File: src/rtl/branch_seq_ctrl.sv
// -----------------------------------------------------------------------------
// branch_seq_ctrl
// Control-step sequencer for the conditional branch instructions
// (brzr/brnz/brpl/brmi) of a single-bus datapath. It walks through instruction
// fetch (T0..T2) and condition evaluation through the CON flip-flop (T3, T4).
// When the condition holds, it also computes the target and loads PC (T4..T6).
//
// Ports
//   clock, reset_n        rising-edge clock, asynchronous active-low reset
//   start                 begin one instruction (only looked at in IDLE)
//   abort                 synchronous abort, returns to IDLE on the next edge
//   ir[31:0]              IR contents; opcode ir[31:27] is checked in T3
//   mem_rdy               instruction memory read data valid
//   con_q                 CON flip-flop output
//   pc_out..pc_in         datapath strobes, one step group per cycle
//   busy                  high in every state except IDLE
//   done                  one-cycle pulse at instruction completion
//   taken                 CON result latched at the end of T4
//   err[1:0]              00 none, 01 illegal opcode, 10 memory timeout
//   dbg_state[3:0]        current sequencer state, for observation only
//
// Handshake: memory read data is accepted in a T1 cycle when mem_rdy is high.
// mem_rd stays high for every T1 cycle, and mdr_in follows mem_rdy in that
// same cycle. abort has priority over every other transition.
// -----------------------------------------------------------------------------
module branch_seq_ctrl #(
   parameter logic [4:0] BR_OPCODE   = 5'b10010,
   parameter int         MEM_TIMEOUT = 15
) (
   input  logic        clock,
   input  logic        reset_n,
   input  logic        start,
   input  logic        abort,
   input  logic [31:0] ir,
   input  logic        mem_rdy,
   input  logic        con_q,
   output logic        pc_out,
   output logic        mar_in,
   output logic        inc_pc,
   output logic        mem_rd,
   output logic        mdr_in,
   output logic        mdr_out,
   output logic        ir_in,
   output logic        gra,
   output logic        r_out,
   output logic        con_in,
   output logic        y_in,
   output logic        c_out,
   output logic        alu_add,
   output logic        z_in,
   output logic        zlo_out,
   output logic        pc_in,
   output logic        busy,
   output logic        done,
   output logic        taken,
   output logic [1:0]  err,
   output logic [3:0]  dbg_state
);

   typedef enum logic [3:0] {
      S_IDLE = 4'd0,
      S_T0   = 4'd1,
      S_T1   = 4'd2,
      S_T2   = 4'd3,
      S_T3   = 4'd4,
      S_T4   = 4'd5,
      S_T5   = 4'd6,
      S_T6   = 4'd7,
      S_DONE = 4'd8
   } state_t;

   localparam logic [7:0] CNT_LAST = 8'(MEM_TIMEOUT - 1);

   state_t     state, state_nxt;
   logic [7:0] cnt, cnt_nxt;
   logic       taken_nxt;
   logic [1:0] err_nxt;

   // The remaining IR fields (condition code, Ra) go to the CON logic and
   // the register file directly. Only the opcode is decoded here.
   logic unused_ir;
   assign unused_ir = ^ir[26:0];

   always_ff @(posedge clock or negedge reset_n) begin
      if (!reset_n) begin
         state <= S_IDLE;
         cnt   <= 8'd0;
         taken <= 1'b0;
         err   <= 2'b00;
      end else begin
         state <= state_nxt;
         cnt   <= cnt_nxt;
         taken <= taken_nxt;
         err   <= err_nxt;
      end
   end

   always_comb begin
      state_nxt = state;
      cnt_nxt   = cnt;
      taken_nxt = taken;
      err_nxt   = err;
      if (abort) begin
         // Abort freezes err and taken so that the last reported status survives.
         state_nxt = S_IDLE;
      end else begin
         case (state)
            S_IDLE: if (start) begin
               state_nxt = S_T0;
               err_nxt   = 2'b00;
               taken_nxt = 1'b0;
            end
            S_T0: begin
               state_nxt = S_T1;
               cnt_nxt   = 8'd0;
            end
            S_T1: begin
               if (mem_rdy) begin
                  state_nxt = S_T2;
               end else if (cnt == CNT_LAST) begin
                  // This is the MEM_TIMEOUT-th T1 cycle without data, so give up.
                  state_nxt = S_IDLE;
                  err_nxt   = 2'b10;
               end else begin
                  cnt_nxt = cnt + 8'd1;
               end
            end
            S_T2: state_nxt = S_T3;
            S_T3: begin
               if (ir[31:27] != BR_OPCODE) begin
                  state_nxt = S_IDLE;
                  err_nxt   = 2'b01;
               end else begin
                  state_nxt = S_T4;
               end
            end
            S_T4: begin
               // CON was latched by con_in in T3, so con_q is settled here.
               taken_nxt = con_q;
               state_nxt = con_q ? S_T5 : S_DONE;
            end
            S_T5:    state_nxt = S_T6;
            S_T6:    state_nxt = S_DONE;
            S_DONE:  state_nxt = S_IDLE;
            default: state_nxt = S_IDLE;
         endcase
      end
   end

   always_comb begin
      pc_out  = 1'b0;
      mar_in  = 1'b0;
      inc_pc  = 1'b0;
      mem_rd  = 1'b0;
      mdr_in  = 1'b0;
      mdr_out = 1'b0;
      ir_in   = 1'b0;
      gra     = 1'b0;
      r_out   = 1'b0;
      con_in  = 1'b0;
      y_in    = 1'b0;
      c_out   = 1'b0;
      alu_add = 1'b0;
      z_in    = 1'b0;
      zlo_out = 1'b0;
      pc_in   = 1'b0;
      done    = 1'b0;
      case (state)
         S_T0: begin
            pc_out = 1'b1;
            mar_in = 1'b1;
            inc_pc = 1'b1;
         end
         S_T1: begin
            mem_rd = 1'b1;
            mdr_in = mem_rdy;
         end
         S_T2: begin
            mdr_out = 1'b1;
            ir_in   = 1'b1;
         end
         S_T3: if (ir[31:27] == BR_OPCODE) begin
            gra    = 1'b1;
            r_out  = 1'b1;
            con_in = 1'b1;
         end
         S_T4: begin
            // PC is moved into Y only when the branch will actually be taken.
            pc_out = con_q;
            y_in   = con_q;
         end
         S_T5: begin
            c_out   = 1'b1;
            alu_add = 1'b1;
            z_in    = 1'b1;
         end
         S_T6: begin
            zlo_out = 1'b1;
            pc_in   = 1'b1;
         end
         S_DONE:  done = 1'b1;
         default: ;
      endcase
   end

   assign busy      = (state != S_IDLE);
   assign dbg_state = state;

endmodule

File: config.mk
export PLATFORM = sky130hd
export DESIGN_NAME = branch_seq_ctrl
export DESIGN_NICKNAME = d
export VERILOG_FILES = /design/src/rtl/branch_seq_ctrl.sv
export SDC_FILE = /design/constraint.sdc
export NUM_CORES = 1
export LEC_CHECK = 0
export CORE_MARGIN = 1.5
export CORE_UTILIZATION = 42
export CTS_BUF_LIST = sky130_fd_sc_hd__clkbuf_8
export DETAILED_ROUTE_END_ITERATION = 8
export PLACE_DENSITY = 0.88
export SLEW_MARGIN = 10
export SYNTH_ARGS = -nofsm -noshare
export SYNTH_HDL_FRONTEND = slang
export SYNTH_SLANG_ARGS = --single-unit
File: constraint.sdc
create_clock -name clock -period 3.8 [get_ports clock]
set_input_delay 1.14 -clock clock [delete_from_list [all_inputs] [get_ports clock]]
set_output_delay 1.14 -clock clock [all_outputs]
set_load 0.01 [all_outputs]
* After elaboration in Yosys (flattened, before gate mapping) *
Index checks and enable logic that the tools add are counted.

operators by class
  add/subtract/negate cells = 1
  equal/unequal tests = 18
  multiplexer cells = 28
  bitwise operators = 1
  reductions and logical operators = 9

operators with widths
  cell                                                                   number
  4-bit one-hot mux with 8 select lines                                  1
  4-bit two-way mux                                                      5
  4-bit by 3-bit equality test with 1-bit output, second input constant  4
  8-bit two-way mux                                                      2
  8-bit one-hot mux with 2 select lines                                  1
  1-bit two-way mux                                                      11
  2-bit inequality test, second input constant                           5
  8-bit by 1-bit adder with 8-bit output, second input constant          1
  4-bit by 2-bit equality test with 1-bit output, second input constant  2
  8-bit by 4-bit equality test with 1-bit output, second input constant  1
  2-bit two-way mux                                                      4
  2-bit one-hot mux with 3 select lines                                  1
  6-bit AND reduction                                                    1
  5-bit equality test, second input constant                             1
  5-bit inequality test, second input constant                           1
  4-bit by 1-bit equality test with 1-bit output, second input constant  1
  4-bit equality test, second input constant                             1
  4-bit logical NOT                                                      1
  4-bit inequality test, second input constant                           1
  1-bit one-hot mux with 2 select lines                                  2
  4-bit AND reduction                                                    1
  2-bit nonzero test                                                     2
  4-bit nonzero test                                                     1
  3-bit two-way mux                                                      1
  other kinds (5)                                                        5

word-level totals
  register bits = 15
  input port bits = 38
  logic and storage cells = 61

* Longest topological paths before layout *
Gate-level depths: netlist of run 1.

  depth after elaboration = 5
  gate-level depth with buffers = 7

* Worst setup path before layout of run 1 *
Ideal clock, no wire load.

  path kind = input to output
  start point = input ir[29]
  end point = output gra
  data arrival time = 1.874 ns
  setup slack = 0.786 ns
  cell stages on the path = 3
  path buffers = 1
  path through = nand4bb_1 > nor3_2 > buf_4

on the way
  word-level cells in the longest chain between the ends = 3

ends and longest elaborated chain
  element                         RTL line  text
  start, declared                 34        input logic [31:0] ir,
  5-bit equality test             182       S_T3: if (ir[31:27] == BR_OPCODE) begin
  1-bit two-way mux (2 in a row)  -
  end, declared                   44        output logic gra,

Every way passes these cells.

* Worst setup path in the final report of run 1 *
  start point = input ir[29]
  end point = output con_in

on the way
  word-level cells in the longest chain between the ends = 3

ends and longest elaborated chain
  element              RTL line  text
  5-bit equality test  182
  1-bit two-way mux    182
  1-bit two-way mux    168       case (state)
  end, declared        46        output logic con_in,

Every way passes these cells.

==> metrics.cfg, run 1 <==
[routing]
vias = 987
wl_microns = 2460
drt-met1-wl_microns = 1062
top_layer_used = met4
met3_length_microns = 166
viasPerCell = 5.672
drt_iter0_drc = 21
first_pass_iters = 4
final_antenna_net_count = 0
wl_per_cell_microns = 14.14
drcViolationCount = 0
wl_met2_microns = 1219

[clock_network]
postCtsSetupRepairBufs = 0
numCtsBuffers = 3
clock_path_buffers = 2
cts_sinks = 15
cts_hold_buf = 0
path_clk_slew_ns = 0.06
root_buffer = clkbuf_8
h-tree-depth = 1
insertion_delay_ns = 0.25
cts_tree = built
cts_resized = 0

[timing]
clock.fmax_mhz = 271.4
hold_viol_final = 0
skew_ns = 0.003527
period_needed_ns = 3.685
slew_viol_final = 0
min_period_over_period_pct = 96.97
worst_pin_slew_ns = 0.9418
rsz0062_at_grt = no
fin_ws_ns = 0.1153
setup_viol = 0
fin_setup_tns_ns = 0
relSlewSlack_pct = 36.39

[setup_path]
cp-end-kind = output port
start_kind = primary input
criticalPathCategory = in2out
worstPathArrival_ns = 2.54
required_ns = 2.66
ff2ff_path_depth = 4
r2r-end = cnt[5]
reg2reg_setup_slack_ns = 1.32
r2r-start = dbg_state[1]
startpoint = ir[29]
crit_fanout = 4

[placement]
gp_congestion = 0.8402
post_dp_cell_area_sq_um = 1378
dp_hpwl_microns = 1810
dp_slack_ns = 0.04049
port_buffers = 35

[layout]
mostFrequentLayoutCells = 35 x clkdlybuf4s50_1, 15 x dfrtp_1, 11 x inv_1
fin_util_pct = 58.49
stdcell_area_sq_um = 1423
antenna_cells = 0
fillCellCount = 207
finalNetCount = 185
drive_gt1_share_pct = 9.028
final_common_cell = clkdlybuf4s50_1
area_growth_pct = 33.29

[yosys]
synth_area_sq_um = 1067
ys_types = 42
synthFlopType = dfrtp_1
syn_inst = 117
syn_nets = 157
ys_seq_area_share_pct = 35.17
synth_area_leaders = dfrtp_1 35%, buf_4 4.9%, inv_1 3.5%
synth_seq_cells = 15
synth_warnings = 0
synthArstFlopShare_pct = 100.0
synth_edf_count = 0
synthDominantCellAreaShare_pct = 35.17
synth_top_cell_by_area = dfrtp_1
syn_avg_cell_area_sq_um = 9.122

[power]
power_mw = 0.4682
peakVddDrop_uv = 264.6
total_leakage_power_nw = 0.6055
swShare_pct = 30.92
power.switching_mw = 0.1447
p_int_mw = 0.3234
power.density_nw_per_um2 = 329.1
pwr-share-comb_pct = 30.7
clockPowerShare_pct = 28.2
pwr-share-seq_pct = 41.2

[floorplan]
die_h_microns = 53.41
core_sq_um = 2432
ios = 63
die-area_sq_um = 2853
num_rows = 18
start_util_pct = 43.88
die_w_microns = 53.41

[grt]
grt_max_degree = 17
grt.total_usage_pct = 19.23
gr-total-overflow = 0
antenna_found_initial = 0
grt_pass1_wl_microns = 4071
first_global_vias = 918

[job]
drv_cap = 0

[min_path]
whs_endpoint = cnt[7]
min_path_type = reg2reg
min-delay-start = cnt[7]
hold_path_depth = 1

[outcome]
status = complete, no violations

power by group through the flow:
stage | Sequential [mW] | Combinational (mW) | Clock, mW
global route | 0.196 | 0.156 | 0.142
CTS | 0.193 | 0.144 | 0.133
floorplan | 0.191 | 0.0806 | 0
global placement | 0.195 | 0.139 | 0
finish | 0.193 | 0.144 | 0.132
detailed placement | 0.195 | 0.143 | 0
layer usage:
layer  GRT usage [%]  vias to the layer above
met2           33.33                       41
met1           24.74                      466
met5               0                        -
li1                -                      477
met3           3.390                        3
met4           3.846                        0
worst max path at each step:
stage | endpoint | slack [ns] | depth (start not counted)
after detailed placement | con_in | 0.04 | 4
after global placement | gra | 0.06 | 4
after CTS | con_in | 0.04 | 4
final | con_in | 0.12 | 4
after global routing | con_in | 0.04 | 4
after floorplan | gra | 0.79 | 3
critical path, stage by stage:
cell             delay, ns
clkdlybuf4s50_1       0.39
nand4bb_1             0.21
nor3_2                0.22
clkdlybuf4s50_1       0.59
cell type report:
type | count | area (sq um) | share of cell area, %
Clock inverter | 1 | 3.754 | 0.2639
Inverter | 10 | 37.54 | 2.639
Clock buffer | 3 | 41.29 | 2.902
Timing Repair Buffer | 36 | 357.8 | 25.15
Sequential cell | 15 | 375.4 | 26.39
Tap cell | 30 | 37.54 | 2.639
Multi-Input combinational cell | 79 | 569.3 | 40.02
cell families (layout without fill, tap and decap cells):
kind of cell | count (synthesis) | in the layout | synth area share, %
DFF | 15 | 15 | 35.17
muxes | 5 | 5 | 5.509
AOI/OAI and AO/OA | 30 | 30 | 21.45
and+or+nand+nor | 42 | 42 | 24.03
buffers and inverters | 23 | 50 | 11.49
adders and majority gates | 2 | 2 | 2.344
synthesized netlist by cell type, types with 3 or more instances:
cell type and instances:
nand4_1 4, a21oi_1 6, nand2_1 5, nor3_1 3, nor2_1 10, dfrtp_1 15
o21ai_0 4, nor4_1 3, clkbuf_1 3, a2111oi_0 3, buf_4 7, a21o_1 4
inv_1 10
stage by stage:
step	std cells	hold WS [ns]
4_1_cts	174	0.5055
5_1_grt	174	0.5266
3_3_place_gp	170	0.4833
3_5_place_dp	170	0.4880
6_report	174	0.5036
2_1_floorplan	117	0.4595
flip-flops by register name (all words and copies together) (netlist names):
signal,cells
dbg_state,4
err,2
cnt,8
taken,1
(Power assumes the default switching activity.)
==> inputs of run 2 (changes only) <==
--- a/config.mk
+++ b/config.mk
@@ -6,10 +6,11 @@
 export NUM_CORES = 1
 export LEC_CHECK = 0
 export CORE_MARGIN = 1.5
-export CORE_UTILIZATION = 42
+export CORE_UTILIZATION = 39
 export CTS_BUF_LIST = sky130_fd_sc_hd__clkbuf_8
 export DETAILED_ROUTE_END_ITERATION = 8
-export PLACE_DENSITY = 0.88
+export GPL_TIMING_DRIVEN = 0
+export PLACE_DENSITY = 0.83
 export SLEW_MARGIN = 10
 export SYNTH_ARGS = -nofsm -noshare
 export SYNTH_HDL_FRONTEND = slang
==> constraint.sdc (replaced) <==
create_clock -name clock -period 4.1 [get_ports clock]
set_input_delay 1.23 -clock clock [delete_from_list [all_inputs] [get_ports clock]]
set_output_delay 1.23 -clock clock [all_outputs]
set_load 0.01 [all_outputs]
==> run 2 against run 1 <==
  * Count of clock-buffer cells in the layout is the same
  * Worst hold slack worse by 0.0027 ns
  * Sequential cell count stayed put
  * Combinational power hardly changed
  * Routed wire length rose by 13%
  * Core utilization increased by 1.6 points
  * Highest routed layer unchanged
  * Largest cell class unchanged
==> metrics.cfg, run 2 (synthesis gave the netlist of run 1 again) <==
[grt]
grt_max_degree = 16
grt.total_usage_pct = 18.82
antenna_found_initial = 0
first_global_vias = 972
gr-total-overflow = 0
grt_pass1_wl_microns = 4595

[setup_path]
cpMaxStageDelayCell = clkdlybuf4s50_1
r2r-end = err[1]
cp_common_cell = clkdlybuf4s50_1
r2r-start = dbg_state[0]
crit_fanout = 5
path_cells = clkdlybuf4s50_1 -> nand4bb_1 -> nor3_4 -> buf_4 -> clkdlybuf4s50_1
reg2reg_setup_slack_ns = 1.94
required_ns = 2.87
ff2ff_path_depth = 4
worstPathArrival_ns = 2.81
cp.buffers_inverters = 3
start_kind = primary input
max_stage_delay_ns = 0.53
criticalPathCategory = in2out
cp-end-kind = output port
cpLargestDelayFamily = buffers and inverters

[layout]
final_common_cell = clkdlybuf4s50_1
mostFrequentLayoutCells = 35 x clkdlybuf4s50_1, 15 x dfrtp_1, 10 x inv_1, 10 x nor2_1, 8 x buf_4
drive_gt1_share_pct = 15.29
antenna_cells = 0
finalNetCount = 198
instances_no_fill = 187
top_register = cnt
stdcell_area_sq_um = 1515
largest_reg_flops = 8
fin_util_pct = 60.07
area_growth_pct = 41.97

[routing]
viasPerCell = 5.567
wl_microns = 2768
wl_per_cell_microns = 14.80
drcViolationCount = 0
first_pass_iters = 4
final_antenna_net_count = 0
drt_iter0_drc = 20
vias = 1041

[timing]
slew_viol_final = 0
period_needed_ns = 4.035
clock.fmax_mhz = 247.8
min_period_over_period_pct = 98.42
setup_viol = 0
worst_pin_slew_ns = 0.9534
rsz0062_at_grt = no
relSlewSlack_pct = 35.61
skew_ns = 0.004151
hold_viol_final = 0

[floorplan]
start_util_pct = 42.31
ios = 63
num_rows = 18
die_h_microns = 55.31
die-area_sq_um = 3059
die_w_microns = 55.31
core_sq_um = 2522

[power]
pwr-share-seq_pct = 39.4
power.density_nw_per_um2 = 290.1
p_int_mw = 0.3059
power.switching_mw = 0.1336
pwr-share-comb_pct = 33.2
peakVddDrop_uv = 314.5
total_leakage_power_nw = 0.6676
swShare_pct = 30.40
clockPowerShare_pct = 27.4

[min_path]
whs_endpoint = err[1]
min_path_type = reg2reg
min-delay-start = err[1]
hold_path_depth = 1

[placement]
placed_cells = 182
post_dp_cell_area_sq_um = 1455
port_buffers = 35
dp_hpwl_microns = 2197
gp_congestion = 0.9508

[clock_network]
root_buffer = clkbuf_8
path_clk_slew_ns = 0.06
insertion_delay_ns = 0.25
cts_tree = built
cts_sinks = 15
h-tree-depth = 1
numCtsBuffers = 3
clock_path_buffers = 2

[job]
drv_cap = 0

[outcome]
status = complete, no violations

-- run 2: cell count changes in the layout (fill, tap and decap cells not counted), sizes merged --
cell    delta
clkinv     +1
buf       +10
inv        -1
clkbuf     +3
-- run 2: metal layers --
| metal | global-route usage (%) | share of wire, % |
|---|---|---|
| met5 | 0 | 0 |
| met2 | 28.23 | 47 |
| met3 | 3.981 | 5.2 |
| met1 | 25.55 | 45 |
| met4 | 9.408 | 2.7 |
-- run 2: stage by stage --
stage               power [mW]  setup TNS (ns)  worst slack (ns)  hold slack [ns]
floorplan               0.2522               0            0.9061           0.4595
global placement        0.3167               0           0.02241           0.4723
detailed placement      0.3214       -0.009241         -0.009241           0.4930
CTS                     0.4443               0           0.01079           0.5065
global route            0.4668               0          0.008920           0.5257
finish                  0.4396               0           0.06460           0.5009
-- run 2: timing repair --
| item | 4_1_cts | 5_1_grt |
|---|---|---|
| endpoints found under the setup margin | 1 | 2 |
| hold buffers | 0 | 0 |
| pin swaps | 0 | 1 |
| resized for setup | 1 | 0 |
| setup buffers | 0 | 1 |
-- run 2: how the worst max path moves through the flow --
stage / cells after the start / endpoint / from
CTS: 5 / gra / ir[28]
global route: 5 / gra / ir[30]
detailed placement: 5 / gra / ir[31]
floorplan: 3 / gra / ir[29]
finish: 5 / gra / ir[29]
global placement: 5 / r_out / ir[29]
-- run 2: power by group through the flow --
stage               Combinational, mW  Sequential (mW)  Clock, mW
floorplan                      0.0747            0.177          0
global placement                0.142            0.174          0
detailed placement              0.146            0.176          0
CTS                             0.147            0.173      0.125
global route                    0.159            0.175      0.133
finish                          0.146            0.173      0.120
-- run 2: layout make-up --
cell class,count,area (sq um)
plain buffers,13,85.08
clock inverters,1,5.005
fillers,234,1007
repair buffers,36,357.8
well taps,30,37.54
inverters,10,37.54
clock buffers,3,41.29
multi-input cells,79,575.6
flip-flops and latches,15,375.4
